### src/rtl/st_width_down_conv.sv
// Avalon-ST width down-converter: each RATIO*OUT_W beat leaves as n_slices OUT_W beats, MSB slice first by default.
// Latency: a beat accepted at edge N presents its first slice in cycle N+1; one input beat is buffered.
// Backpressure: data_in_ready = !full || last slice leaving; define ST_DOWN_PKT_CHECK_EN for sop/eop framing checks.
module st_width_down_conv #(
    parameter int OUT_W     = 16,
    parameter int RATIO     = 2,
    parameter int EMPTY_W   = 1,
    parameter bit MSB_FIRST = 1'b1
) (
    input  logic                   clk,
    input  logic                   rst_n,
    input  logic [RATIO*OUT_W-1:0] data_in_data,
    output logic                   data_in_ready,
    input  logic                   data_in_valid,
    input  logic [EMPTY_W-1:0]     data_in_empty,
    input  logic                   data_in_startofpacket,
    input  logic                   data_in_endofpacket,
    output logic [OUT_W-1:0]       data_out_data,
    input  logic                   data_out_ready,
    output logic                   data_out_valid,
    output logic                   data_out_empty,
    output logic                   data_out_startofpacket,
    output logic                   data_out_endofpacket,
    output logic                   pkt_err
);
    localparam int IN_W  = RATIO * OUT_W;
    localparam int IDX_W = $clog2(RATIO);
    localparam int CW    = ((EMPTY_W > IDX_W) ? EMPTY_W : IDX_W) + 1;

    typedef enum logic {ST_EMPTY, ST_SEND} state_t;

    state_t           state;
    logic [IN_W-1:0]  buf_data;
    logic             buf_sop;
    logic             buf_eop;
    logic [IDX_W-1:0] buf_last;
    logic [IDX_W-1:0] idx;
    logic             full;
    logic             out_xfer;
    logic             last_slice;
    logic             in_xfer;
    logic             load;
    logic [CW-1:0]    empty_c;
    logic [IDX_W-1:0] last_in;

    assign full          = (state == ST_SEND);
    assign out_xfer      = full && data_out_ready;
    assign last_slice    = (idx == buf_last);
    assign data_in_ready = !full || (out_xfer && last_slice);
    assign in_xfer       = data_in_valid && data_in_ready;

    // Store the index of the final slice rather than a count, so it fits in IDX_W.
    always_comb begin
        empty_c = CW'(data_in_empty);
        if (empty_c > CW'(RATIO - 1))
            empty_c = CW'(RATIO - 1);
        last_in = data_in_endofpacket ? IDX_W'(CW'(RATIO - 1) - empty_c) : IDX_W'(RATIO - 1);
    end

`ifdef ST_DOWN_PKT_CHECK_EN
    logic in_pkt;
    logic err_q;

    // Beats arriving outside a packet are consumed but never loaded.
    assign load    = in_xfer && (data_in_startofpacket || in_pkt);
    assign pkt_err = err_q;

    always_ff @(posedge clk or negedge rst_n) begin
        if (!rst_n) begin
            in_pkt <= 1'b0;
            err_q  <= 1'b0;
        end else if (in_xfer) begin
            if (data_in_startofpacket) begin
                in_pkt <= !data_in_endofpacket;
                if (in_pkt)
                    err_q <= 1'b1;
            end else if (in_pkt) begin
                in_pkt <= !data_in_endofpacket;
            end
        end
    end
`else
    assign load    = in_xfer;
    assign pkt_err = 1'b0;
`endif

    always_ff @(posedge clk or negedge rst_n) begin
        if (!rst_n) begin
            state    <= ST_EMPTY;
            buf_data <= '0;
            buf_sop  <= 1'b0;
            buf_eop  <= 1'b0;
            buf_last <= '0;
            idx      <= '0;
        end else if (load) begin
            buf_data <= data_in_data;
            buf_sop  <= data_in_startofpacket;
            buf_eop  <= data_in_endofpacket;
            buf_last <= last_in;
            idx      <= '0;
            state    <= ST_SEND;
        end else if (out_xfer) begin
            if (last_slice) begin
                idx   <= '0;
                state <= ST_EMPTY;
            end else begin
                idx <= idx + 1'b1;
            end
        end
    end

    always_comb begin
        data_out_data = '0;
        for (int k = 0; k < RATIO; k++) begin
            if (IDX_W'(k) == idx)
                data_out_data = MSB_FIRST ? buf_data[IN_W-1-k*OUT_W -: OUT_W]
                                          : buf_data[k*OUT_W +: OUT_W];
        end
    end

    assign data_out_valid         = full;
    assign data_out_empty         = 1'b0;
    assign data_out_startofpacket = buf_sop && (idx == '0);
    assign data_out_endofpacket   = buf_eop && last_slice;
endmodule

### config.mk
export PLATFORM = sky130hd
export DESIGN_NAME = st_width_down_conv
export DESIGN_NICKNAME = d
export VERILOG_FILES = /design/src/rtl/st_width_down_conv.sv
export SDC_FILE = /design/constraint.sdc
export NUM_CORES = 1
export LEC_CHECK = 0
export CAP_MARGIN = 30
export CORE_ASPECT_RATIO = 0.8
export CORE_MARGIN = 4
export CORE_UTILIZATION = 49
export CTS_CLUSTER_SIZE = 40
export DETAILED_ROUTE_END_ITERATION = 8
export GPL_ROUTABILITY_DRIVEN = 0
export PLACE_DENSITY = 0.85
export SYNTH_ARGS = -nofsm -noshare
export SYNTH_HDL_FRONTEND = slang
export SYNTH_SLANG_ARGS = --single-unit
### constraint.sdc
create_clock -name clk -period 2.96 [get_ports clk]
set_input_delay 0.444 -clock clk [delete_from_list [all_inputs] [get_ports clk]]
set_output_delay 0.444 -clock clk [all_outputs]
set_load 0.05 [all_outputs]
==> metrics, run 1 <==
status complete, no violations; Antenna diodes 0; drc violations 0; fin. max-slew vios 0; nets@finish about 210; Fin Hold WS 0.245 ns; VDD IR max 923 uV; Final min period 2.70 ns; commonest non-fill, non-tap cell in the layout clkdlybuf4s50_1; Area Growth Syn to Fin 35.6%; crit path launch type flop; sequential area share after synthesis 0.513; Warnings, synthesis 0; post-route ant nets 0; final instance area 2450 um^2; post_cts resized 0; clock skew 0.00528 ns; Post-Synthesis Mean Instance Area 16.7 um^2; FP Rows 19; WL final 3.52 mm; wire per inst 16.8 um; fmax 371 MHz; postcts setup bufs 0; vias in the first global route 1174; dpl cells between 200 and 250; first-pass GRT wire length 5.73 mm; TritonCTS clock tree built; main combinational cell family by area after synthesis multiplexers; Initial Util 0.516; non-filler cells, final between 200 and 250; total global-route track usage 0.162; dpl hpwl 2.39 mm; Remaining Overflow, GRT 0; count of final hold-check violations 0; CTS Buf Count 5; largest net degree at the start of global routing 38; Core ar. 3490 um^2; most frequent cells in the layout clkdlybuf4s50_1, dfrtp_1, mux2_4, mux2_2, clkbuf_8; complex-gate fraction of the synthesized area 0.0118; number of max-cap violations 0; die width 75.8 um; number of DRC markers in iteration 0 29; critical path class flop to primary output; H-Tree Depth 2; Detailed Routing Iterations Pass 1 4; synthesized area 1800 um^2; share of cells above drive strength 1 0.387; max_slew headroom 0.450; clock latency on the worst-skew pair a little under 0.3 ns; Pwr Density approximately 1300 nW/um^2; clock buffer depth 2; post-layout power 3280 uW; Synth Area in XOR/XNOR 0; cts hold-fix bufs 0; mux cell area share after synthesis 0.387; adder-cell share of the synthesized area 0.00693; CP max FO 18; cell area after placement 2350 um^2; die area 4720 um^2; Setup TNS 0 ns; io pins slightly above 60; input/output buffers between 50 and 60; RSZ-0062 raised after global routing no; Least-Margin Pin Slew 0.825 ns; routed vias/inst 4.94; slowest stage delay, CP 0.82 ns; clock slew at reported path FFs ~0.07 ns; CP max-delay cell dfrtp_1; initial antenna violation count 0; critical path cell sequence mux2_2 -> clkdlybuf4s50_1; hold crit path type input pin to asynchronous set/reset pin; kind of end point of the critical path primary output; via count 1037; Sinks on Clock Net 37; synthesized flop and latch total 37; root buffer cell clkbuf_8; Distinct cells, synth 17; Crit path required time 2.52 ns; endpoints failing setup 0; P_leak 0.00112 uW; WP data arrival 2.25 ns; post-synthesis simple-gate area fraction 0.0298; crit share post-route 0.911; register-to-register setup slack 0.56 ns; cells after synthesis 108; Die Y 62.3 um
-- registers in the layout, summed over array words and instances (netlist names) --
name / count
buf_data: 32
data_out_valid: 1
buf_eop: 1
idx: 1
buf_sop: 1
buf_last: 1
-- critical path: cells and delay by family, from the launching register on --
family	cells	cell delay, ns
buffers and inverters	1	0.71
DFF	1	0.82
muxes	1	0.43
-- cells in the mapped netlist --
cell | n | area share
a21bo_4 | 1 | 0.0090
o21ai_0 | 1 | 0.0028
inv_1 | 1 | 0.0021
ha_1 | 1 | 0.0069
mux2_2 | 22 | 0.14
buf_2 | 2 | 0.0055
buf_12 | 3 | 0.033
and2_1 | 1 | 0.0035
nand2_8 | 1 | 0.011
dfrtp_1 | 37 | 0.51
nand4_1 | 1 | 0.0035
mux2_4 | 30 | 0.25
nor2b_1 | 1 | 0.0035
buf_4 | 2 | 0.0083
nand2_1 | 2 | 0.0042
conb_1 | 1 | 0.0021
or2b_1 | 1 | 0.0042
-- per-stage QoR --
step | worst slack (ns) | util
3_3_place_gp | 0.569 | 0.671
3_5_place_dp | 0.539 | 0.671
2_1_floorplan | 0.901 | -
5_1_grt | 0.170 | 0.700
4_1_cts | 0.241 | 0.700
6_report | 0.263 | 0.700
-- logic make-up after synthesis --
group,Yosys count
other,1
DFF,37
buffers and inverters,8
adders and majority gates,1
muxes,52
and+or+nand+nor,7
AOI/OAI and AO/OA,2
-- layout make-up --
cell class                      count  area, um^2
Clock buffer                        7        96.3
Timing Repair Buffer               58         571
Fill cell                         250        1050
Tap cell                           42        52.6
Sequential cell                    37         926
Multi-Input combinational cell     64         793
Inverter                            1        3.75
Clock inverter                      1        5.00
-- path summary, 6_finish.rpt --
kind                                          start                        to  depth (start not counted)
min in group clk           buf_data[12]$_DFFE_PN0P_  buf_data[12]$_DFFE_PN0P_                          1
hold / removal                                rst_n           idx$_DFFE_PN0P_                          1
setup / recovery                    idx$_DFFE_PN0P_          data_out_data[2]                          2
hold reg to reg            buf_data[12]$_DFFE_PN0P_  buf_data[12]$_DFFE_PN0P_                          1
max in group asynchronous                     rst_n  buf_data[26]$_DFFE_PN0P_                          1
setup reg to reg                    idx$_DFFE_PN0P_   buf_data[9]$_DFFE_PN0P_                          5
-- metal layers --
metal / GRT usage / wire (um)
met2: 0.230 / 1450
met4: 0.0655 / 65
met3: 0.0661 / 355
met5: 0 / 0
met1: 0.216 / 1650
-- report_power, final --
group / internal, uW / leakage, uW / switching, uW
Clock: 210 / 0.0000542 / 178
Combinational: 929 / 0.000635 / 1020
Sequential: 764 / 0.000433 / 175
Power figures use the tool's default switching activity.
==> run 2: changes to the inputs <==
CTS_CLUSTER_SIZE = 10   (was 40)
SLEW_MARGIN = 20   (was not set)
==> results of run 2 <==
The final DEF is identical to that of run 1; final timing and power are the same.
==> run 3: changes to the inputs <==
CORE_MARGIN = 2   (was 4)
SKIP_CTS_REPAIR_TIMING = 1   (was not set)
==> metrics, run 3 (synthesis gave the netlist of run 1 again) <==
vias in the first global route 1135 (was 1174); commonest non-fill, non-tap cell in the layout clkdlybuf4s50_1 (unchanged); Biggest register buf_data (unchanged); critical path cell sequence mux2_2 -> clkdlybuf4s50_1 (unchanged); CTS Buf Count 5 (unchanged); first-pass GRT wire length 5.53 mm (was 5.73 mm); die area 4190 um^2 (was 4720 um^2); drc violations 0 (unchanged); H-Tree Depth 2 (unchanged); Area Growth Syn to Fin 36.5% (was 35.6%); root buffer cell clkbuf_8 (unchanged); routed vias/inst 4.91 (was 4.94); Die Y 58.3 um (was 62.3 um); die width 71.8 um (was 75.8 um); Layout Utilization 0.709 (was 0.700); RSZ-0062 raised after global routing no (unchanged); count of final hold-check violations 0 (unchanged); crit path launch type flop (unchanged); P_leak 0.00113 uW (was 0.00112 uW); clock latency on the worst-skew pair 0.28 ns (was 0.29 ns); number of max-cap violations 0 (unchanged); initial antenna violation count 0 (unchanged); Core ar. 3470 um^2 (was 3490 um^2); input/output buffers 58 (unchanged); WP data arrival 2.27 ns (was 2.25 ns); dpl hpwl 2.28 mm (was 2.39 mm); Antenna diodes 0 (unchanged); Remaining Overflow, GRT 0 (unchanged); fin. max-slew vios 0 (unchanged); endpoints failing setup 0 (unchanged); post-route ant nets 0 (unchanged); number of flip-flops in the largest register 32 (unchanged); total global-route track usage 0.178 (was 0.162); CP max-delay cell dfrtp_1 (unchanged); Initial Util 0.520 (was 0.516); VDD IR max 807 uV (was 923 uV); io pins 61 (unchanged); Pwr Density 1350 nW/um^2 (was 1340 nW/um^2); nets@finish 207 (unchanged); clock buffer depth 2 (unchanged); TritonCTS clock tree built (unchanged); clock skew 0.00465 ns (was 0.00528 ns); hold crit path type input pin to asynchronous set/reset pin (unchanged); wire per inst 15.8 um (was 16.8 um); critical path class flop to primary output (unchanged); largest net degree at the start of global routing 38 (unchanged); Setup TNS 0 ns (unchanged); share of cells above drive strength 1 0.381 (was 0.387); Crit path required time 2.52 ns (about the same); via count 1032 (was 1037); Sinks on Clock Net 37 (unchanged); fmax 369 MHz (was 371 MHz); Detailed Routing Iterations Pass 1 2 (was 4); Final min period 2.71 ns (was 2.70 ns); crit share post-route 0.915 (was 0.911); status complete, no violations (unchanged); Least-Margin Pin Slew 0.799 ns (was 0.825 ns); number of DRC markers in iteration 0 65 (was 29); slowest stage delay, CP 0.84 ns (was 0.82 ns); WL final 3.32 mm (was 3.52 mm); FP Rows 19 (unchanged); most frequent cells in the layout clkdlybuf4s50_1, dfrtp_1, mux2_4, mux2_2, clkbuf_8 (unchanged); CP max FO 18 (unchanged); clock slew at reported path FFs 0.07 ns (about the same); kind of end point of the critical path primary output (unchanged); max_slew headroom 0.467 (was 0.450)
[run 3: cell types whose count changed in the layout (fill, tap and decap cells not counted), sizes merged]
cell,change
bufinv,+1
clkinv,-1
[run 3: where the power goes]
part / internal [uW] / switching [uW] / leakage [uW] / total, uW
clock network: 275 / 170 / 0.0000585 / 444
logic: 929 / 1020 / 0.000635 / 1950
registers: 763 / 169 / 0.000433 / 933
total: 1970 / 1360 / 0.00113 / 3330
[run 3: worst max-delay path: cells and delay by family, from the launching register on]
kind | cells | cell delay (ns)
buffers and inverters | 1 | 0.71
DFF | 1 | 0.84
muxes | 1 | 0.43
[run 3: layout make-up]
type / instances / area, um^2
Timing Repair Buffer: 58 / 571
Clock buffer: 7 / 86.3
Clock inverter: 1 / 30.0
Sequential cell: 37 / 926
Multi-Input combinational cell: 64 / 793
Fill cell: 241 / 1010
Tap cell: 42 / 52.6
Inverter: 1 / 3.75
[run 3: worst paths after layout]
path,cells after the start,startpoint,endpoint,slack (ns)
setup / recovery,2,idx$_DFFE_PN0P_,data_out_data[4],0.25
hold / removal,1,rst_n,buf_data[0]$_DFFE_PN0P_,0.24
setup reg to reg,5,idx$_DFFE_PN0P_,buf_data[8]$_DFFE_PN0P_,0.59
hold reg to reg,1,buf_data[8]$_DFFE_PN0P_,buf_data[8]$_DFFE_PN0P_,0.50
max in group asynchronous,1,rst_n,buf_data[5]$_DFFE_PN0P_,2.21
min in group clk,1,buf_data[8]$_DFFE_PN0P_,buf_data[8]$_DFFE_PN0P_,0.50
[run 3: metal layers]
layer / wire length [um] / global-route usage
met5: 0 / 0
met4: 38 / 0.0728
met3: 266 / 0.0591
met2: 1460 / 0.270
met1: 1550 / 0.237
[run 3: through the flow]
stage / power, uW / instance area [um^2] / worst slack, ns / hold slack (ns) / cells
6_report: 3330 / 2460 / 0.250 / 0.241 / 210
5_1_grt: 3490 / 2460 / 0.150 / 0.303 / 210
4_1_cts: 3350 / 2460 / 0.225 / 0.262 / 210
3_5_place_dp: 2890 / 2350 / 0.554 / 0.490 / 202
3_3_place_gp: 2850 / 2350 / 0.581 / 0.483 / 202
2_1_floorplan: 2430 / 1810 / 0.901 / 0.148 / 109
